$ cat config.mk
export PLATFORM = sky130hd
export DESIGN_NAME = regfile_sb
export DESIGN_NICKNAME = d
export VERILOG_FILES = /design/src/rtl/regfile_pkg.sv /design/src/rtl/regfile_scoreboard.sv /design/src/rtl/regfile_sb.sv
export SDC_FILE = /design/constraint.sdc
export NUM_CORES = 1
export LEC_CHECK = 0
export CAP_MARGIN = 30
export CORE_MARGIN = 3
export CORE_UTILIZATION = 55
export CTS_CLUSTER_SIZE = 8
export DETAILED_ROUTE_END_ITERATION = 12
export PLACE_DENSITY_LB_ADDON = 0.12
export REMOVE_ABC_BUFFERS = 1
export SKIP_CTS_REPAIR_TIMING = 1
export SLEW_MARGIN = 5
export SYNTH_ARGS = -nofsm -noshare
export SYNTH_HDL_FRONTEND = slang
export SYNTH_SLANG_ARGS = --single-unit
export TNS_END_PERCENT = 50
$ cat constraint.sdc
create_clock -name clk -period 7.3 [get_ports clk]
set_clock_uncertainty 0.15 [all_clocks]
set_input_delay 1.095 -clock clk [delete_from_list [all_inputs] [get_ports clk]]
set_output_delay 1.095 -clock clk [all_outputs]
set_load 0.005 [all_outputs]
$ cat src/rtl/regfile_pkg.sv
// Shared types and helpers for the regfile_sb register file and its scoreboard.
// The default typedefs match the default DATA_W/NUM_REGS build.
package regfile_pkg;

  localparam int DEF_DATA_W   = 8;
  localparam int DEF_NUM_REGS = 8;
  localparam int REG_ZERO     = 0;

  function automatic int calc_addr_w(input int num_regs);
    return (num_regs < 2) ? 1 : $clog2(num_regs);
  endfunction

  typedef logic [DEF_DATA_W-1:0]                reg_data_t;
  typedef logic [calc_addr_w(DEF_NUM_REGS)-1:0] reg_addr_t;

endpackage

$ cat src/rtl/regfile_scoreboard.sv
// Busy scoreboard for outstanding loads: per-register busy bits, an incrementally
// maintained population count, and the combinational decode hazard.
module regfile_scoreboard
  import regfile_pkg::*;
#(
  parameter int  NUM_REGS = 8,
  localparam int ADDR_W   = calc_addr_w(NUM_REGS)
) (
  input  logic                clk,
  input  logic                rst_n,
  input  logic                rd_en_a,
  input  logic [ADDR_W-1:0]   rd_addr_a,
  input  logic                rd_en_b,
  input  logic [ADDR_W-1:0]   rd_addr_b,
  input  logic                alu_we,
  input  logic [ADDR_W-1:0]   alu_waddr,
  input  logic                ld_we,
  input  logic [ADDR_W-1:0]   ld_waddr,
  input  logic                ld_issue,
  input  logic [ADDR_W-1:0]   ld_issue_addr,
  output logic [NUM_REGS-1:0] busy,
  output logic [ADDR_W:0]     busy_cnt,
  output logic                hazard
);

  localparam logic [ADDR_W:0] CNT_ONE = 1;

  logic [NUM_REGS-1:0] r_busy;
  logic [NUM_REGS-1:0] w_busy_next;
  logic [ADDR_W:0]     r_busy_cnt;
  logic                w_inc;
  logic                w_dec;

  // A new issue to the same register as a returning load wins: the bit stays set.
  for (genvar gi = 0; gi < NUM_REGS; gi++) begin : g_busy_bit
    assign w_busy_next[gi] =
      (ld_issue && (ld_issue_addr == ADDR_W'(gi))) ? 1'b1 :
      (ld_we    && (ld_waddr      == ADDR_W'(gi))) ? 1'b0 :
      r_busy[gi];
  end

  assign w_inc = ld_issue && !r_busy[ld_issue_addr];
  assign w_dec = ld_we && r_busy[ld_waddr] &&
                 !(ld_issue && (ld_issue_addr == ld_waddr));

  always_ff @(posedge clk) begin
    if (!rst_n) begin
      r_busy     <= '0;
      r_busy_cnt <= '0;
    end else begin
      r_busy <= w_busy_next;
      case ({w_inc, w_dec})
        2'b10:   r_busy_cnt <= r_busy_cnt + CNT_ONE;
        2'b01:   r_busy_cnt <= r_busy_cnt - CNT_ONE;
        default: r_busy_cnt <= r_busy_cnt;
      endcase
    end
  end

  assign busy     = r_busy;
  assign busy_cnt = r_busy_cnt;
  assign hazard   = (rd_en_a && r_busy[rd_addr_a]) ||
                    (rd_en_b && r_busy[rd_addr_b]) ||
                    (alu_we  && r_busy[alu_waddr]);

endmodule

$ cat src/rtl/regfile_sb.sv
// Register file with two async read ports, ALU/load write ports (ALU wins on collision)
// and a load scoreboard. Optional same-cycle write bypass under `REGFILE_BYPASS_EN.
module regfile_sb
  import regfile_pkg::*;
#(
  parameter int  DATA_W      = 8,
  parameter int  NUM_REGS    = 8,
  parameter int  ZERO_REG_EN = 0,
  localparam int ADDR_W      = calc_addr_w(NUM_REGS)
) (
  input  logic                clk,
  input  logic                rst_n,
  input  logic [ADDR_W-1:0]   rd_addr_a,
  input  logic [ADDR_W-1:0]   rd_addr_b,
  output logic [DATA_W-1:0]   rd_data_a,
  output logic [DATA_W-1:0]   rd_data_b,
  input  logic                rd_en_a,
  input  logic                rd_en_b,
  input  logic                alu_we,
  input  logic [ADDR_W-1:0]   alu_waddr,
  input  logic [DATA_W-1:0]   alu_wdata,
  input  logic                ld_we,
  input  logic [ADDR_W-1:0]   ld_waddr,
  input  logic [DATA_W-1:0]   ld_wdata,
  input  logic                ld_issue,
  input  logic [ADDR_W-1:0]   ld_issue_addr,
  output logic [NUM_REGS-1:0] busy,
  output logic [ADDR_W:0]     busy_cnt,
  output logic                hazard
);

  localparam bit ZERO_EN = (ZERO_REG_EN != 0);

  logic [DATA_W-1:0] r_regs [NUM_REGS];
  logic              w_alu_we;
  logic              w_ld_we;
  logic              w_ld_issue;
  logic [ADDR_W-1:0] w_rd_addr [2];

  // With a hardwired r0, every write or issue aimed at it is simply dropped.
  assign w_alu_we   = alu_we   && !(ZERO_EN && (alu_waddr     == ADDR_W'(REG_ZERO)));
  assign w_ld_we    = ld_we    && !(ZERO_EN && (ld_waddr      == ADDR_W'(REG_ZERO)));
  assign w_ld_issue = ld_issue && !(ZERO_EN && (ld_issue_addr == ADDR_W'(REG_ZERO)));

  always_ff @(posedge clk) begin
    if (!rst_n) begin
      for (int i = 0; i < NUM_REGS; i++) begin
        r_regs[i] <= '0;
      end
    end else begin
      if (w_ld_we)  r_regs[ld_waddr]  <= ld_wdata;
      if (w_alu_we) r_regs[alu_waddr] <= alu_wdata;
    end
  end

  assign w_rd_addr[0] = rd_addr_a;
  assign w_rd_addr[1] = rd_addr_b;

  for (genvar gi = 0; gi < 2; gi++) begin : g_rd_port
    logic [DATA_W-1:0] w_data;
    always_comb begin
      w_data = r_regs[w_rd_addr[gi]];
`ifdef REGFILE_BYPASS_EN
      if (w_alu_we && (alu_waddr == w_rd_addr[gi])) begin
        w_data = alu_wdata;
      end else if (w_ld_we && (ld_waddr == w_rd_addr[gi])) begin
        w_data = ld_wdata;
      end
`endif
      if (ZERO_EN && (w_rd_addr[gi] == ADDR_W'(REG_ZERO))) begin
        w_data = '0;
      end
    end
  end

  assign rd_data_a = g_rd_port[0].w_data;
  assign rd_data_b = g_rd_port[1].w_data;

  regfile_scoreboard #(
    .NUM_REGS (NUM_REGS)
  ) u_scoreboard (
    .clk           (clk),
    .rst_n         (rst_n),
    .rd_en_a       (rd_en_a),
    .rd_addr_a     (rd_addr_a),
    .rd_en_b       (rd_en_b),
    .rd_addr_b     (rd_addr_b),
    .alu_we        (alu_we),
    .alu_waddr     (alu_waddr),
    .ld_we         (w_ld_we),
    .ld_waddr      (ld_waddr),
    .ld_issue      (w_ld_issue),
    .ld_issue_addr (ld_issue_addr),
    .busy          (busy),
    .busy_cnt      (busy_cnt),
    .hazard        (hazard)
  );

endmodule
== Yosys cells after proc, flatten, opt, wreduce, memory -nomap -nowiden ==
Memories as Yosys holds them, arrays and structs flattened.
Cells that the tools add are included.
Storage, ports and cells
  register bits after elaboration: 12
  memory bits (writable): 64
  output and inout port bits: 29
  logic and storage cells: 114
  memories: 1
Operators by class
  add/subtract/negate cells: 2
  order comparisons: 5
  equality and inequality tests: 17
  mux-type cells: 40
  reduce and logical (&&, ||, !) cells: 40
Memories
  r_regs: words 8, width 8, read ports 2, clocked after memory_dff 0, write ports 8, RTL line regfile_sb.sv:34  | logic [DATA_W-1:0] r_regs [NUM_REGS];
Operators by type and width (number)
  2-to-1 mux 1 bit: 30
  equality test 3 bit (second input constant): 8
  logical AND 1 bit: 23
  < comparator 3 x 4 -> 1 bit (second input constant): 5
  nonzero test 2 bit: 9
  2-to-1 mux 8 bit: 2
  OR reduction 8 bit: 2
  binary-select mux 1 bit (select 3 bit): 5
  equality test 3 x 2 -> 1 bit (second input constant): 4
  one-hot mux 4 bit (2 select lines): 1
  equality test 3 x 1 -> 1 bit (second input constant): 2
  logical NOT 3 bit: 2
  2-to-1 mux 3 bit: 2
  adder 4 x 1 -> 4 bit (second input constant): 1
  subtractor 4 x 1 -> 4 bit (second input constant): 1
  equality test 3 bit: 1
  equality test 2 x 1 -> 1 bit (second input constant): 1
  equality test 2 bit (second input constant): 1
  logical NOT 1 bit: 2
  logical OR 1 bit: 2

== Depth between registers and ports, before layout ==
  depth in word-level cells: 6
  mapped depth: 11

== By module ==
From an unflattened synthesis, not the netlist that was laid out.
Second synthesis, totals
  cells, all modules: 406
  area total of the unflattened synthesis: 5390.2 um^2
By module, submodules not included
  regfile_sb: times used 1, cells an instance 304, area an instance 4410.5 um^2, seq. area each 1921.8 um^2
  regfile_scoreboard: times used 1, cells an instance 102, area an instance 979.7 um^2, seq. area each 240.2 um^2

== Least setup slack after synthesis ==
No wires, ideal clock.
  kind: input -> output
  start: input rd_addr_b[0]
  end: output rd_data_b[0]
  arrival: 2.306 ns
  slack: 3.749 ns
  cell stages on the path: 4
  path buffers: 2
  cells stage by stage: buf_2 -> buf_6 -> mux4_2 -> mux2_2
On the way
  longest elaborated chain between the ends: 1
Ends and longest elaborated chain
  start: declaration: RTL line regfile_sb.sv:14  | input logic [ADDR_W-1:0] rd_addr_b,
  memory (8 x 8 bit)
  end: declaration: RTL line regfile_sb.sv:16  | output logic [DATA_W-1:0] rd_data_b,
No other way between the ends.

== Final worst setup path ==
  start: input rd_addr_a[2]
  end: output hazard
On the way
  longest elaborated chain between the ends: 5
Ends and longest elaborated chain
  start: declaration: RTL line regfile_sb.sv:13  | input logic [ADDR_W-1:0] rd_addr_a,
  binary-select mux 1 bit (select 3 bit): RTL line regfile_scoreboard.sv:62  | assign hazard = (rd_en_a && r_busy[rd_addr_a]) ||
  2-to-1 mux 1 bit (not written as such): RTL line regfile_scoreboard.sv:62
  logical AND 1 bit: RTL line regfile_scoreboard.sv:62
  logical OR 1 bit: RTL line regfile_scoreboard.sv:62
  logical OR 1 bit: RTL line regfile_scoreboard.sv:63  | (rd_en_b && r_busy[rd_addr_b]) ||
  end: declaration: RTL line regfile_sb.sv:29  | output logic hazard
No other way between the ends. The select of a mux whose other input is x is not followed.

==> results.py <==
metrics = {
    "sta": {
        "max_freq_mhz": 204,
        "hold_ws_ns": 0.338,
        "period_share_pct": 67.1,
        "hold_viol": 0,
        "relSlewSlack_pct": 37.4,
        "rsz0062_at_grt": "no",
        "fin_tns_setup_ns": 0,
        "worst_slew_pin_slew_ns": 0.935,
        "report.final.slew_viol_count": 0,
        "setup-violations-final": 0,
        "fin_crit_ns": 4.90,
        "post-route-worst-setup-slack_ns": 2.40,
    },
    "power": {
        "netSwitchingFraction_pct": 26.1,
        "pwr-share-seq_pct": 49.9,
        "p_comb_share_pct": 19.5,
        "p_switching_uw": 274,
        "intPower_uw": 775,
        "p_leak_nw": 1.91,
        "clock_power_share_pct": 30.6,
        "power_density_nw_per_um2": 185,
        "vdd_drop_max_mv": 0.158,
    },
    "synthesis": {
        "synth_fa_ha_area_share_pct": 1.20,
        "synth_compound_gate_area_share_pct": 14.1,
        "synthTopCellsByArea": "edfxtp_1 (40%), mux4_2 (19%), a22o_1 (12%)",
        "ys_types": 36,
        "yosys_warnings": 0,
        "synthCells": 337,
        "postSynthAreaPerCell_um2": 14.2,
        "synthArstFlopShare_pct": 0,
        "synthMuxAreaShare_pct": 25.0,
        "synth_top_area_cell": "edfxtp_1",
        "ys.flop_type": "edfxtp_1",
        "synth-edff-count": 64,
        "synth_top_family_by_area": "multiplexers",
        "syn-cell-area_um2": 4790,
        "synth_simple_gate_area_share_pct": 9.72,
        "yosysSeqAreaShare_pct": 45.2,
        "synth_top_area_share_pct": 40.1,
        "synth_seq_cells": 76,
        "synthXorXnorAreaFrac_pct": 0.915,
    },
    "worst_setup_path": {
        "cp-startpoint": "rd_addr_a[2]",
        "cp-end-kind": "output port",
        "slowest_delay_ns": 0.88,
        "setup.worst_path.start_class": "primary input",
        "cp_slowest_cell": "clkdlybuf4s50_1",
        "cp_top_family": "buffers and inverters",
        "criticalPathCategory": "primary input to output port",
        "cpMostUsedCell": "clkdlybuf4s50_1",
        "r2r_slack_ns": 4.66,
        "r2r-start": "u_scoreboard.busy[4]",
        "crit_required_ns": 6.05,
        "cp_cell_sequence": "clkdlybuf4s50_1, mux4_2, mux2_2, a22oi_1, o21ai_1, clkdlybuf4s50_1",
        "worstPathMaxFanout": 10,
        "crit_arrival_ns": 3.65,
        "cp_num_buf_inv": 2,
    },
    "clocking": {
        "cts_root_buf": "clkbuf_8",
        "numClockSinks": 76,
        "tritoncts": "yes",
        "clkTransAtPathRegs_ns": 0.08,
        "h-tree-depth": 3,
        "clk_latency_ns": 0.37,
        "cts_buffer_depth": 2,
        "numCtsBuffers": 9,
    },
    "global_routing": {
        "first_global_vias": 3381,
        "grt_max_degree": 32,
        "antenna_found_initial": 0,
        "grt_overflow_total": 0,
        "grt.total_usage_pct": 27.4,
        "grt_pass1_wl_um": 19700,
    },
    "detailed_routing": {
        "vias": 3467,
        "wl_per_cell_um": 26.3,
        "ant_nets": 0,
        "route.detailed.drc": 0,
        "first_pass_iters": 5,
        "avgViaCountPerCell": 7.03,
        "drt-initial-drc-count": 287,
        "finalWirelength_um": 13000,
    },
    "die": {
        "io_pins": 67,
        "dieArea_um2": 9860,
        "fp.dieH_um": 99.3,
        "core-area_um2": 8340,
        "die_w_um": 99.3,
        "start_util_pct": 57.4,
        "rows": 33,
    },
    "job": {
        "maxCapViolCount": 0,
    },
    "final_layout": {
        "fillCellCount": 597,
        "final_nets": 425,
        "final_cell_mix": "clkdlybuf4s50_1 (66), a22o_1 (64), edfxtp_1 (64)",
        "drive_above_1_share_pct": 24.7,
        "fin_cells": 493,
        "layout.cells.most_common": "clkdlybuf4s50_1",
        "finish.utilization_pct": 67.9,
        "syn_to_final_growth_pct": 18.3,
        "antenna_cells": 0,
    },
    "placed_design": {
        "place.gp.congestion": 0.861,
        "dp.cells": 475,
        "io_buffers": 66,
        "dpl.hpwl_um": 8540,
        "dp_slack_ns": 2.15,
    },
    "min_path": {
        "hold_path.class": "register to register",
        "hold_start": "u_scoreboard.busy_cnt[3]",
    },
    "run_status": {
        "status": "completed",
    },
}
[cells in the mapped netlist (all sizes together) (2+ instances only)]
master / n
a22oi: 4
ha: 3
nand3b: 8
buf: 28
nand3: 5
clkbuf: 8
nor3b: 8
mux2i: 6
xnor2: 4
nand2: 11
a22o: 64
nor2: 11
nor2b: 13
dfxtp: 12
nand4: 3
mux4: 41
nand2b: 3
inv: 3
a32oi: 4
edfxtp: 64
nor3: 2
and2: 3
o21ai: 3
mux2: 19
[stage by stage]
step,total power [mW],instance area (um2)
global placement,0.729,5420
finish,1.05,5660
detailed placement,0.736,5430
floorplan,0.622,4610
global route,1.08,5660
CTS,1.05,5630
[area by class of cell]
class	count	area [um2]	area share, %
multi-input cells	222	2440	43.1
flip-flops and latches	76	2160	38.2
repair buffers	71	722	12.7
clock buffers	12	166	2.94
well taps	105	131	2.32
clock inverters	4	31.3	0.552
inverters	3	11.3	0.199
[kinds of logic (layout without fill, tap and decap cells)]
kind of cell,after synthesis,in the layout
compound gates,80,80
xor+xnor,5,5
fa+ha+maj,4,4
buf+inv,39,90
flops,76,76
mux,66,66
simple gates,67,67
[layer usage]
layer / vias to the layer above / track usage (%) / routed length, um
met5: - / 0 / 0
met3: 18 / 5.61 / 1250
met4: 0 / 8.51 / 199
li1: 1485 / - / -
met1: 1760 / 39.1 / 5260
met2: 204 / 42.7 / 6250
[final timing paths]
path | cells past startpoint | to
max | 6 | hazard
min | 2 | u_scoreboard.busy_cnt[3]
max reg2reg | 9 | u_scoreboard.busy_cnt[3]
min reg2reg | 2 | u_scoreboard.busy_cnt[3]
[worst register-to-register path: cells and delay by family, from the launching register on]
| kind | cells | cell delay, ns |
|---|---|---|
| multiplexers | 4 | 1.05 |
| adder cells (fa/ha/maj) | 2 | 0.55 |
| flip-flops | 1 | 0.40 |
| AO/OA/AOI/OAI | 2 | 0.34 |
| AND/OR/NAND/NOR | 1 | 0.07 |
[power by group through the flow]
stage / Clock [mW] / Sequential (mW) / Combinational, mW
2_1_floorplan: 0 / 0.524 / 0.0977
5_1_grt: 0.337 / 0.527 / 0.219
3_5_place_dp: 0 / 0.533 / 0.203
3_3_place_gp: 0 / 0.530 / 0.199
4_1_cts: 0.319 / 0.523 / 0.204
6_report: 0.321 / 0.524 / 0.205
[registers in the layout, indices dropped and copies added, names as in the netlist]
register,flops
r_regs,64
u_scoreboard.busy,8
u_scoreboard.busy_cnt,4
Power figures use the tool's default switching activity.
